==> src/rtl/dmem_arbiter_if.sv <==
// rtl/dmem_arbiter_if.sv - requester and dmem-side signal bundle for dmem_arbiter
interface dmem_arbiter_if;
  logic        req0;
  logic        req1;
  logic [0:31] addr0;
  logic [0:31] addr1;
  logic [0:31] wData0;
  logic [0:31] wData1;
  logic        we0;
  logic        we1;
  logic [0:1]  dsize0;
  logic [0:1]  dsize1;
  logic        ack0;
  logic        ack1;
  logic [0:31] rData0;
  logic [0:31] rData1;
  logic        err0;
  logic        err1;
  logic [0:31] mem_addr;
  logic [0:31] mem_wData;
  logic        mem_writeEnable;
  logic [0:1]  mem_dsize;
  logic [0:31] mem_rData;

  modport slave (
    input  req0, req1, addr0, addr1, wData0, wData1, we0, we1, dsize0, dsize1, mem_rData,
    output ack0, ack1, rData0, rData1, err0, err1,
           mem_addr, mem_wData, mem_writeEnable, mem_dsize
  );

  modport master (
    output req0, req1, addr0, addr1, wData0, wData1, we0, we1, dsize0, dsize1,
    input  ack0, ack1, rData0, rData1, err0, err1
  );

  modport mem (
    input  mem_addr, mem_wData, mem_writeEnable, mem_dsize,
    output mem_rData
  );
endinterface

==> src/rtl/dmem_arbiter.sv <==
// rtl/dmem_arbiter.sv - round-robin two-port arbiter/sequencer in front of dmem
// Optional misalignment check: DMEM_ARB_ALIGN_CHECK_EN
module dmem_arbiter (
  input logic           clk,
  input logic           reset,
  dmem_arbiter_if.slave bus
);
  typedef enum logic [1:0] {IDLE, SERVE, DONE} state_t;

  state_t      state;
  logic        last_grant;
  logic        gnt;
  logic [0:31] op_addr;
  logic [0:31] op_wdata;
  logic        op_we;
  logic [0:1]  op_dsize;
  logic        op_err;
  logic        mem_we_q;
  logic        ack0_q, ack1_q, err0_q, err1_q;
  logic [0:31] rdata0_q, rdata1_q;

  logic        pick;
  logic [0:31] pick_addr;
  logic [0:31] pick_wdata;
  logic        pick_we;
  logic [0:1]  pick_dsize;
  logic        misalign;

  // On a tie the port that did not win last time is served.
  assign pick       = (bus.req0 & bus.req1) ? ~last_grant : bus.req1;
  assign pick_addr  = pick ? bus.addr1  : bus.addr0;
  assign pick_wdata = pick ? bus.wData1 : bus.wData0;
  assign pick_we    = pick ? bus.we1    : bus.we0;
  assign pick_dsize = pick ? bus.dsize1 : bus.dsize0;

`ifdef DMEM_ARB_ALIGN_CHECK_EN
  assign misalign = (pick_dsize[0] && (pick_addr[30:31] != 2'b00)) ||
                    ((pick_dsize == 2'b01) && pick_addr[31]);
`else
  assign misalign = 1'b0;
`endif

  always_ff @(posedge clk or posedge reset) begin
    if (reset) begin
      state      <= IDLE;
      last_grant <= 1'b1;
      gnt        <= 1'b0;
      op_addr    <= '0;
      op_wdata   <= '0;
      op_we      <= 1'b0;
      op_dsize   <= '0;
      op_err     <= 1'b0;
      mem_we_q   <= 1'b0;
      ack0_q     <= 1'b0;
      ack1_q     <= 1'b0;
      err0_q     <= 1'b0;
      err1_q     <= 1'b0;
      rdata0_q   <= '0;
      rdata1_q   <= '0;
    end else begin
      case (state)
        IDLE: begin
          if (bus.req0 | bus.req1) begin
            gnt        <= pick;
            last_grant <= pick;
            op_addr    <= pick_addr;
            op_wdata   <= pick_wdata;
            op_we      <= pick_we;
            op_dsize   <= pick_dsize;
            op_err     <= misalign;
            mem_we_q   <= pick_we & ~misalign;
            state      <= SERVE;
          end
        end
        SERVE: begin
          mem_we_q <= 1'b0;
          if (gnt) begin
            rdata1_q <= op_err ? 32'h0 : bus.mem_rData;
            ack1_q   <= 1'b1;
            err1_q   <= op_err;
          end else begin
            rdata0_q <= op_err ? 32'h0 : bus.mem_rData;
            ack0_q   <= 1'b1;
            err0_q   <= op_err;
          end
          state <= DONE;
        end
        DONE: begin
          ack0_q <= 1'b0;
          ack1_q <= 1'b0;
          err0_q <= 1'b0;
          err1_q <= 1'b0;
          state  <= IDLE;
        end
        default: state <= IDLE;
      endcase
    end
  end

  assign bus.mem_addr        = op_addr;
  assign bus.mem_wData       = op_wdata;
  assign bus.mem_dsize       = op_dsize;
  assign bus.mem_writeEnable = mem_we_q;
  assign bus.ack0            = ack0_q;
  assign bus.ack1            = ack1_q;
  assign bus.err0            = err0_q;
  assign bus.err1            = err1_q;
  assign bus.rData0          = rdata0_q;
  assign bus.rData1          = rdata1_q;
endmodule

==> src/flat_wrapper.sv <==
// flat-port wrapper written by rule: the top's interface ports become plain ports
module dmem_arbiter_flat 
  (clk, reset, bus_req0, bus_req1, bus_addr0, bus_addr1, bus_wData0, bus_wData1, bus_we0, bus_we1, bus_dsize0, bus_dsize1, bus_mem_rData, bus_ack0, bus_ack1, bus_rData0, bus_rData1, bus_err0, bus_err1, bus_mem_addr, bus_mem_wData, bus_mem_writeEnable, bus_mem_dsize);
  dmem_arbiter_if bus_i ();
  input logic clk;
  input logic reset;
  input wire logic [$bits(bus_i.req0)-1:0] bus_req0;
  input wire logic [$bits(bus_i.req1)-1:0] bus_req1;
  input wire logic [$bits(bus_i.addr0)-1:0] bus_addr0;
  input wire logic [$bits(bus_i.addr1)-1:0] bus_addr1;
  input wire logic [$bits(bus_i.wData0)-1:0] bus_wData0;
  input wire logic [$bits(bus_i.wData1)-1:0] bus_wData1;
  input wire logic [$bits(bus_i.we0)-1:0] bus_we0;
  input wire logic [$bits(bus_i.we1)-1:0] bus_we1;
  input wire logic [$bits(bus_i.dsize0)-1:0] bus_dsize0;
  input wire logic [$bits(bus_i.dsize1)-1:0] bus_dsize1;
  input wire logic [$bits(bus_i.mem_rData)-1:0] bus_mem_rData;
  output wire logic [$bits(bus_i.ack0)-1:0] bus_ack0;
  output wire logic [$bits(bus_i.ack1)-1:0] bus_ack1;
  output wire logic [$bits(bus_i.rData0)-1:0] bus_rData0;
  output wire logic [$bits(bus_i.rData1)-1:0] bus_rData1;
  output wire logic [$bits(bus_i.err0)-1:0] bus_err0;
  output wire logic [$bits(bus_i.err1)-1:0] bus_err1;
  output wire logic [$bits(bus_i.mem_addr)-1:0] bus_mem_addr;
  output wire logic [$bits(bus_i.mem_wData)-1:0] bus_mem_wData;
  output wire logic [$bits(bus_i.mem_writeEnable)-1:0] bus_mem_writeEnable;
  output wire logic [$bits(bus_i.mem_dsize)-1:0] bus_mem_dsize;
  assign bus_i.req0 = bus_req0;
  assign bus_i.req1 = bus_req1;
  assign bus_i.addr0 = bus_addr0;
  assign bus_i.addr1 = bus_addr1;
  assign bus_i.wData0 = bus_wData0;
  assign bus_i.wData1 = bus_wData1;
  assign bus_i.we0 = bus_we0;
  assign bus_i.we1 = bus_we1;
  assign bus_i.dsize0 = bus_dsize0;
  assign bus_i.dsize1 = bus_dsize1;
  assign bus_i.mem_rData = bus_mem_rData;
  assign bus_ack0 = bus_i.ack0;
  assign bus_ack1 = bus_i.ack1;
  assign bus_rData0 = bus_i.rData0;
  assign bus_rData1 = bus_i.rData1;
  assign bus_err0 = bus_i.err0;
  assign bus_err1 = bus_i.err1;
  assign bus_mem_addr = bus_i.mem_addr;
  assign bus_mem_wData = bus_i.mem_wData;
  assign bus_mem_writeEnable = bus_i.mem_writeEnable;
  assign bus_mem_dsize = bus_i.mem_dsize;
  dmem_arbiter u_core (.clk(clk), .reset(reset), .bus(bus_i));
endmodule
==> config.mk <==
export PLATFORM = sky130hd
export DESIGN_NAME = dmem_arbiter_flat
export DESIGN_NICKNAME = d
export VERILOG_FILES = /design/src/rtl/dmem_arbiter_if.sv /design/src/rtl/dmem_arbiter.sv /design/src/flat_wrapper.sv
export SDC_FILE = /design/constraint.sdc
export NUM_CORES = 1
export LEC_CHECK = 0
export CAP_MARGIN = 20
export CORE_MARGIN = 4
export CORE_UTILIZATION = 40
export CTS_CLUSTER_DIAMETER = 80
export DETAILED_ROUTE_END_ITERATION = 7
export GPL_ROUTABILITY_DRIVEN = 0
export PLACE_DENSITY = 0.8
export RECOVER_POWER = 50
export SYNTH_ARGS = -nofsm -noshare
export SYNTH_HDL_FRONTEND = slang
export SYNTH_SLANG_ARGS = --single-unit
==> constraint.sdc <==
create_clock -name clk -period 5.55 [get_ports clk]
set_clock_uncertainty 0.2 [all_clocks]
set_input_delay 1.11 -clock clk [delete_from_list [all_inputs] [get_ports clk]]
set_output_delay 1.11 -clock clk [all_outputs]
set_load 0.005 [all_outputs]
==> metrics.csv, run 1 <==
metric,value,unit
cts_buffers,17,
antenna_found_initial,0,
start_util,0.414,
cts_hold_buf,0,
drcViolationCount,0,
total_power,0.00530,W
coreArea,14700,µm²
htree_num_levels,4,
relSlewSlack,-1.09,
drt_iter0_markers,109,
powerDensity,540,nW/µm²
grt_pass1_vias,4793,
fin_crit_sh,0.697,
slew_viol_final,140,
routed_wl,16600,µm
rrSetupSlack,2.61,ns
tightest_slew,3.11,ns
grt.overflow.total,0,
end_kind,asynchronous set/reset pin,
fp.dieH,131,µm
synthTopCellsByArea,"dfrtp_1 56%, mux2_2 29%, mux2_4 9.9%",
max_freq,259,MHz
cp.arrival,4.16,ns
violations,"capacitance limit, slew limit",
fin_setup_tns,0,ns
grt_max_degree,74,
post_cts_resized,0,
clk_pin_slew_worst_paths,0.05,ns
synthToLayoutAreaGrowth,61.5,%
antenna_left,0,
clockRootBuffer,clkbuf_16,
r2r-start,u_core.state[1],
worstHoldStart,u_core.bus.mem_addr[15],
hp-class,register to register,
die_w,131,µm
port_buffers,302,
drive_gt1_frac,0.337,
synth_most_common_cell,mux2_2,
io_pins,305,
drv_cap,3,
synthArstFlopShare,1.00,
cp-start-kind,primary input,
track_usage,0.193,
max-vdd-ir-drop,0.000329,V
rows,44,
netlist_area,6080,µm²
yosys-top-cells-count,"156 x mux2_2, 136 x dfrtp_1, 40 x mux2_4",
nets,854,
power_leakage,4.12,nW
synth_seq_area_share,0.564,
post-dp-hpwl,12700,µm
cp_data_required_time,5.85,ns
clock_latency,0.40,ns
critical_path_class,primary input to asynchronous set/reset pin,
grt_pass1_wl,26600,µm
antennaDiodeCount,0,
layout_min_cycle_time,3.87,ns
synth_ff_type,dfrtp_1,
wl_per_cell,18.9,µm
synth_top_cell_by_area,dfrtp_1,
ys_warn_count,0,
hold_viol,0,
die_area,17200,µm²
ys_seq_elements,137,
status,"finished, violations left",
via_per_inst,4.85,
netlist_instances,381,
setup_viol,0,
cp_max_fo,73,
num_vias,4276,
crit_start,reset,
cts_tree,yes,
syn_area_per_cell,16.0,µm²
cts.sinks,137,
post-cts-setup-buffers,0,
clk_path_buf_depth,2,
yosysTopAreaCellShare,0.560,
rsz0062_at_grt,no,
synth_edf_count,0,
synth.distinct_cells,21,
firstDrtPassIters,4,
per-layer routing:
layer / GRT usage / part of all wire / routed length (µm)
met5: 0 / 0 / 0
met4: 0.0718 / 0.026 / 427
met3: 0.0734 / 0.078 / 1310
met2: 0.341 / 0.52 / 8610
met1: 0.212 / 0.38 / 6300
area by class of cell:
type                    count  area [µm²]
repair buffers            307        3050
flip-flops and latches    137        3430
inverters                   5        20.0
multi-input cells         216        2490
fillers                  1074        4880
clock buffers              21         470
well taps                 184         230
clock inverters            11         121
path summary, 6_finish.rpt:
path                                                  to  cells after the start
worst min-delay path             u_core.bus.mem_addr[15]                      1
worst min register to register   u_core.bus.mem_addr[15]                      1
min in group asynchronous          u_core.bus.rData0[31]                      2
worst max-delay path                   u_core.last_grant                      3
max in group clk                u_core.bus.mem_wData[16]                      5
worst max register to register     u_core.bus.rData1[26]                      5
where the power goes:
part	switching (W)	total [W]	internal (W)
registers	0.000268	0.00180	0.00153
clock network	0.000405	0.00110	0.000695
logic	0.000788	0.00240	0.00162
total	0.00146	0.00530	0.00384
flip-flops by register name (all words and copies together) (netlist names):
signal                      count
u_core.bus.ack1                 1
u_core.gnt                      1
u_core.bus.ack0                 1
u_core.bus.mem_wData           32
u_core.bus.rData1              32
u_core.bus.mem_dsize            2
u_core.state                    2
u_core.last_grant               1
u_core.bus.mem_addr            32
u_core.bus.rData0              32
u_core.bus.mem_writeEnable      1
cells by family after synthesis:
group,Yosys count,share of synthesized area
other,1,0.000617
and+or+nand+nor,7,0.00515
muxes,198,0.391
buffers and inverters,29,0.0294
AOI/OAI and AO/OA,9,0.00947
DFF,137,0.564
metrics by stage:
step	instances	worst slack, ns	utilization	area [µm²]	hold slack (ns)
floorplan	382	0.574	-	6080	0.301
global placement	849	1.92	0.628	9230	0.287
detailed placement	849	1.84	0.628	9230	0.294
CTS	881	2.27	0.668	9820	0.306
global route	881	1.13	0.668	9810	0.310
finish	881	1.68	0.668	9810	0.296
critical path: stages:
cell,delay [ns]
dlygate4sd3_1,0.54
clkinvlp_2,1.77
buf_4,0.70
cells in the final DEF, fill, tap and decap left out, drive strengths merged:
cell type / Yosys / routed
inv: 5 / 4
bufinv: 0 / 2
o21a: 1 / 1
clkinvlp: 0 / 3
a31oi: 1 / 1
o32ai: 1 / 1
buf: 24 / 3
nand2b: 1 / 1
dlygate4sd3: 0 / 40
mux2i: 2 / 2
dfrtp: 136 / 136
o21ai: 4 / 4
nand2: 2 / 2
a21oi: 1 / 1
dfstp: 1 / 1
conb: 1 / 2
clkinv: 0 / 7
clkbuf: 0 / 23
nor2: 3 / 3
a21bo: 1 / 1
mux2: 196 / 196
nor2b: 1 / 1
clkdlybuf4s50: 0 / 262
(Power assumes the default switching activity.)
==> run 2: changes to the inputs <==
Clock period 5.55 ns to 4 ns, I/O delays scaled along.
==> metrics.csv, run 2 (synthesis results as in run 1) <==
metric,value,unit,change
port_buffers,302,,unchanged
rr_endpoint,u_core.bus.rData0[14],,was u_core.bus.rData1[26]
fp.dieH,131,µm,unchanged
htree_num_levels,4,,unchanged
final_cell_mix,"300 x clkdlybuf4s50_1, 156 x mux2_2, 136 x dfrtp_1",,"was 262 x clkdlybuf4s50_1, 156 x mux2_2, 136 x dfrtp_1"
drv_cap,3,,unchanged
start_util,0.414,,unchanged
post-dp-hpwl,12500,µm,was 12700 µm
powerDensity,772,nW/µm²,was 540 nW/µm²
rsz0062_at_grt,no,,unchanged
via_per_inst,4.84,,was 4.85
hp-class,register to register,,unchanged
r2r-start,u_core.state[1],,unchanged
wl_per_cell,19.1,µm,was 18.9 µm
relSlewSlack,-0.276,,was -1.09
grt_busiest_layer,met2,,unchanged
cp-start-kind,primary input,,unchanged
slew_viol_final,204,,was 140
hold_viol,0,,unchanged
synthToLayoutAreaGrowth,63.1,%,was 61.5%
grt_pass1_wl,26700,µm,was 26600 µm
violations,"capacitance limit, slew limit",,unchanged
met2_usage,0.355,,was 0.341
power_leakage,4.15,nW,was 4.12 nW
hold_depth,1,,unchanged
final_common_cell,clkdlybuf4s50_1,,unchanged
cp_data_required_time,3.96,ns,was 5.85 ns
firstDrtPassIters,4,,unchanged
num_vias,4272,,was 4276
layout_min_cycle_time,2.91,ns,
cts_tree,yes,,unchanged
grt_max_degree,138,,was 74
grtUsageMet3,0.0673,,was 0.0734
whs_endpoint,u_core.bus.rData1[18],,was u_core.bus.mem_addr[15]
rows,44,,unchanged
setup_viol,0,,unchanged
grt.overflow.total,0,,unchanged
fin_crit_sh,0.728,,
clk_path_buf_depth,2,,unchanged
drt_iter0_markers,114,,was 109
drive_gt1_frac,0.340,,was 0.337
cts_buffers,17,,unchanged
max_freq,343,MHz,
clockRootBuffer,clkbuf_16,,unchanged
routed_wl,16800,µm,was 16600 µm
cp.arrival,2.87,ns,was 4.16 ns
antennaDiodeCount,0,,unchanged
worstHoldStart,u_core.bus.rData1[18],,was u_core.bus.mem_addr[15]
nets,855,,was 854
die_area,17200,µm²,unchanged
tightest_slew,1.91,ns,was 3.11 ns
met1_usage,0.210,,was 0.212
status,"finished, violations left",,unchanged
clock_latency,0.40,ns,about the same
die_w,131,µm,unchanged
grt_pass1_vias,4803,,was 4793
rr_worst_depth,4,,was 5
post-cts-setup-buffers,0,,unchanged
antenna_found_initial,0,,unchanged
fin_setup_tns,0,ns,unchanged
antenna_left,0,,unchanged
cts_hold_buf,0,,unchanged
finish.utilization,0.675,,was 0.668
post_cts_resized,0,,unchanged
drcViolationCount,0,,unchanged
rrSetupSlack,1.10,ns,was 2.61 ns
end_kind,asynchronous set/reset pin,,unchanged
max-vdd-ir-drop,0.000468,V,was 0.000329 V
cts.sinks,137,,unchanged
cp_max_fo,137,,was 73
io_pins,305,,unchanged
critical_path_class,primary input to asynchronous set/reset pin,,unchanged
clk_pin_slew_worst_paths,0.06,ns,was 0.05 ns
coreArea,14700,µm²,unchanged
track_usage,0.195,,was 0.193
==> run 2: metrics by stage <==
step / cells / hold slack, ns / cell area [µm²] / power [W] / setup WS (ns)
after floorplan: 382 / 0.301 / 6090 / 0.00403 / 1.29
final: 882 / 0.302 / 9920 / 0.00765 / 1.09
after detailed placement: 850 / 0.292 / 9280 / 0.00599 / 0.973
after global placement: 850 / 0.288 / 9280 / 0.00587 / 1.04
after CTS: 882 / 0.305 / 9940 / 0.00776 / 1.42
after global routing: 882 / 0.315 / 9920 / 0.00807 / 0.714
==> run 2: per-layer routing <==
layer | routed length, µm | part of all wire
met5 | 0 | 0
met4 | 335 | 0.020
met3 | 1170 | 0.069
met2 | 9010 | 0.54
met1 | 6320 | 0.38
==> run 2: where the power goes <==
| group | switching [W] | total (W) | internal, W |
|---|---|---|---|
| clock network | 0.000601 | 0.00173 | 0.00113 |
| logic | 0.00110 | 0.00342 | 0.00233 |
| registers | 0.000383 | 0.00250 | 0.00212 |
| total | 0.00208 | 0.00765 | 0.00558 |
==> run 2: critical path: stages <==
cell	delay [ns]
dlygate4sd3_1	0.57
clkinvlp_4	0.07
clkbuf_4	1.32
==> run 2: worst max path at each step <==
stage / from / to / slack, ns / cells after the start
floorplan: reset / u_core.bus.ack0 / 1.29 / 1
global placement: bus_req0 / u_core.bus.mem_wData[28] / 1.04 / 5
detailed placement: bus_req0 / u_core.bus.mem_wData[27] / 0.97 / 5
CTS: bus_req0 / u_core.bus.mem_wData[27] / 1.42 / 5
global route: reset / u_core.bus.mem_addr[18] / 0.71 / 3
finish: reset / u_core.bus.mem_addr[20] / 1.09 / 3
==> run 2: final cells by class <==
cell class                      count  area, µm²
Fill cell                        1029       4780
Sequential cell                   137       3430
Timing Repair Buffer              308       3090
Multi-Input combinational cell    216       2490
Clock buffer                       18        439
Tap cell                          184        230
Clock inverter                     14        219
Inverter                            5       22.5
==> run 3: changes to the inputs <==
Clock period 4 ns to 2.75 ns, I/O delays scaled along.
==> metrics.csv, run 3 (synthesis results as in run 1) <==
metric,value,unit,change
fin_area,9880,µm²,was 9920 µm²
drive_gt1_frac,0.344,,was 0.340
post-cts-setup-buffers,0,,unchanged
cp-start-kind,register,,was primary input
nFillCells,1019,,was 1029
clk_pin_slew_worst_paths,0.06,ns,about the same
wl_per_cell,19.1,µm,about the same
cp_data_required_time,2.85,ns,was 3.96 ns
grt.overflow.total,0,,unchanged
status,finished clean,,"was finished, violations left"
post-dp-hpwl,12700,µm,was 12500 µm
hold_depth,1,,unchanged
rr_endpoint,u_core.bus.rData1[25],,was u_core.bus.rData0[14]
end_kind,register,,was asynchronous set/reset pin
io_pins,305,,unchanged
clk_path_buf_depth,2,,unchanged
track_usage,0.198,,was 0.195
final_cell_mix,"302 x clkdlybuf4s50_1, 156 x mux2_2, 136 x dfrtp_1",,"was 300 x clkdlybuf4s50_1, 156 x mux2_2, 136 x dfrtp_1"
die_w,131,µm,unchanged
start_util,0.414,,unchanged
htree_num_levels,4,,unchanged
fin_setup_tns,0,ns,unchanged
post_cts_resized,0,,unchanged
rows,44,,unchanged
antenna_left,0,,unchanged
cts_tree,yes,,unchanged
slew_viol_final,0,,was 204
finish.utilization,0.672,,was 0.675
cp_max_fo,32,,was 137
hold_viol,0,,unchanged
register_area,3430,µm²,unchanged
grt_pass1_wl,27000,µm,was 26700 µm
cts_buffers,17,,unchanged
hold_slack,0.301,ns,was 0.302 ns
hp-class,register to register,,unchanged
placed_cell_area,9330,µm²,was 9280 µm²
worst_slack,0.574,ns,was 1.09 ns
routed_wl,16900,µm,was 16800 µm
fin_crit_sh,0.791,,
antenna_found_initial,0,,unchanged
nets,857,,was 855
fp.dieH,131,µm,unchanged
clockRootBuffer,clkbuf_16,,unchanged
worstHoldStart,u_core.bus.rData1[24],,was u_core.bus.rData1[18]
firstDrtPassIters,4,,unchanged
tightest_slew,1.33,ns,was 1.91 ns
critical_path_class,register to register,,was primary input to asynchronous set/reset pin
drv_cap,0,,was 3
num_vias,4310,,was 4272
layout_min_cycle_time,2.18,ns,
place_ws,0.211,ns,was 0.973 ns
power_leakage,4.14,nW,was 4.15 nW
grt_pass1_vias,4854,,was 4803
rsz0062_at_grt,no,,unchanged
via_per_inst,4.88,,was 4.84
synthToLayoutAreaGrowth,62.6,%,was 63.1%
rrSetupSlack,0.57,ns,was 1.10 ns
whs_endpoint,u_core.bus.rData1[24],,was u_core.bus.rData1[18]
clock_latency,0.41,ns,was 0.40 ns
drt_iter0_markers,97,,was 114
relSlewSlack,0.114,,was -0.276
port_buffers,302,,unchanged
cts_hold_buf,0,,unchanged
multi_input_area,2490,µm²,unchanged
rr_worst_depth,5,,was 4
max_freq,460,MHz,
max-vdd-ir-drop,0.000575,V,was 0.000468 V
cts.sinks,137,,unchanged
setup_viol,0,,unchanged
final_common_cell,clkdlybuf4s50_1,,unchanged
cp.arrival,2.27,ns,was 2.87 ns
antennaDiodeCount,0,,unchanged
drcViolationCount,0,,unchanged
powerDensity,1100,nW/µm²,was 772 nW/µm²
coreArea,14700,µm²,unchanged
die_area,17200,µm²,unchanged
r2r-start,u_core.state[1],,unchanged
grt_max_degree,84,,was 138
-- run 3: worst max path at each step --
| stage | start | endpoint | slack [ns] | cells after the start |
|---|---|---|---|---|
| 3_3_place_gp | bus_req0 | u_core.bus.mem_addr[2] | 0.25 | 5 |
| 6_report | u_core.state[1] | u_core.bus.rData1[25] | 0.57 | 5 |
| 3_5_place_dp | bus_req0 | u_core.bus.mem_addr[3] | 0.21 | 5 |
| 2_1_floorplan | reset | u_core.bus.ack0 | 0.29 | 1 |
| 4_1_cts | u_core.bus.mem_wData[12] | bus_mem_wData[19] | 0.63 | 1 |
| 5_1_grt | u_core.state[1] | u_core.bus.rData1[25] | 0.43 | 5 |
-- run 3: metal layers --
metal / track usage / wire length (µm)
met2: 0.347 / 8620
met1: 0.221 / 6560
met5: 0 / 0
met3: 0.0738 / 1240
met4: 0.0770 / 502
-- run 3: worst max-delay path: stages, from the launching register on --
cell and delay [ns]:
dfrtp_1 0.43, nand2b_1 0.20, inv_1 0.07, nand2_1 0.06, clkbuf_2 0.65, mux2_2 0.42
-- run 3: power by group --
| group | switching, W | internal, W |
|---|---|---|
| sequential | 0.000563 | 0.00308 |
| combinational | 0.00159 | 0.00341 |
| clock | 0.000875 | 0.00136 |
-- run 3: layout make-up --
cell class / count / share of cell area
clock buffers: 18 / 0.0444
clock inverters: 14 / 0.0151
inverters: 5 / 0.00203
multi-input cells: 216 / 0.252
flip-flops and latches: 137 / 0.347
well taps: 184 / 0.0233
repair buffers: 310 / 0.316
-- run 3: stage by stage --
stage | instances | power, W
2_1_floorplan | 382 | 0.00586
3_3_place_gp | 852 | 0.00858
3_5_place_dp | 852 | 0.00874
4_1_cts | 884 | 0.0110
5_1_grt | 884 | 0.0115
6_report | 884 | 0.0109
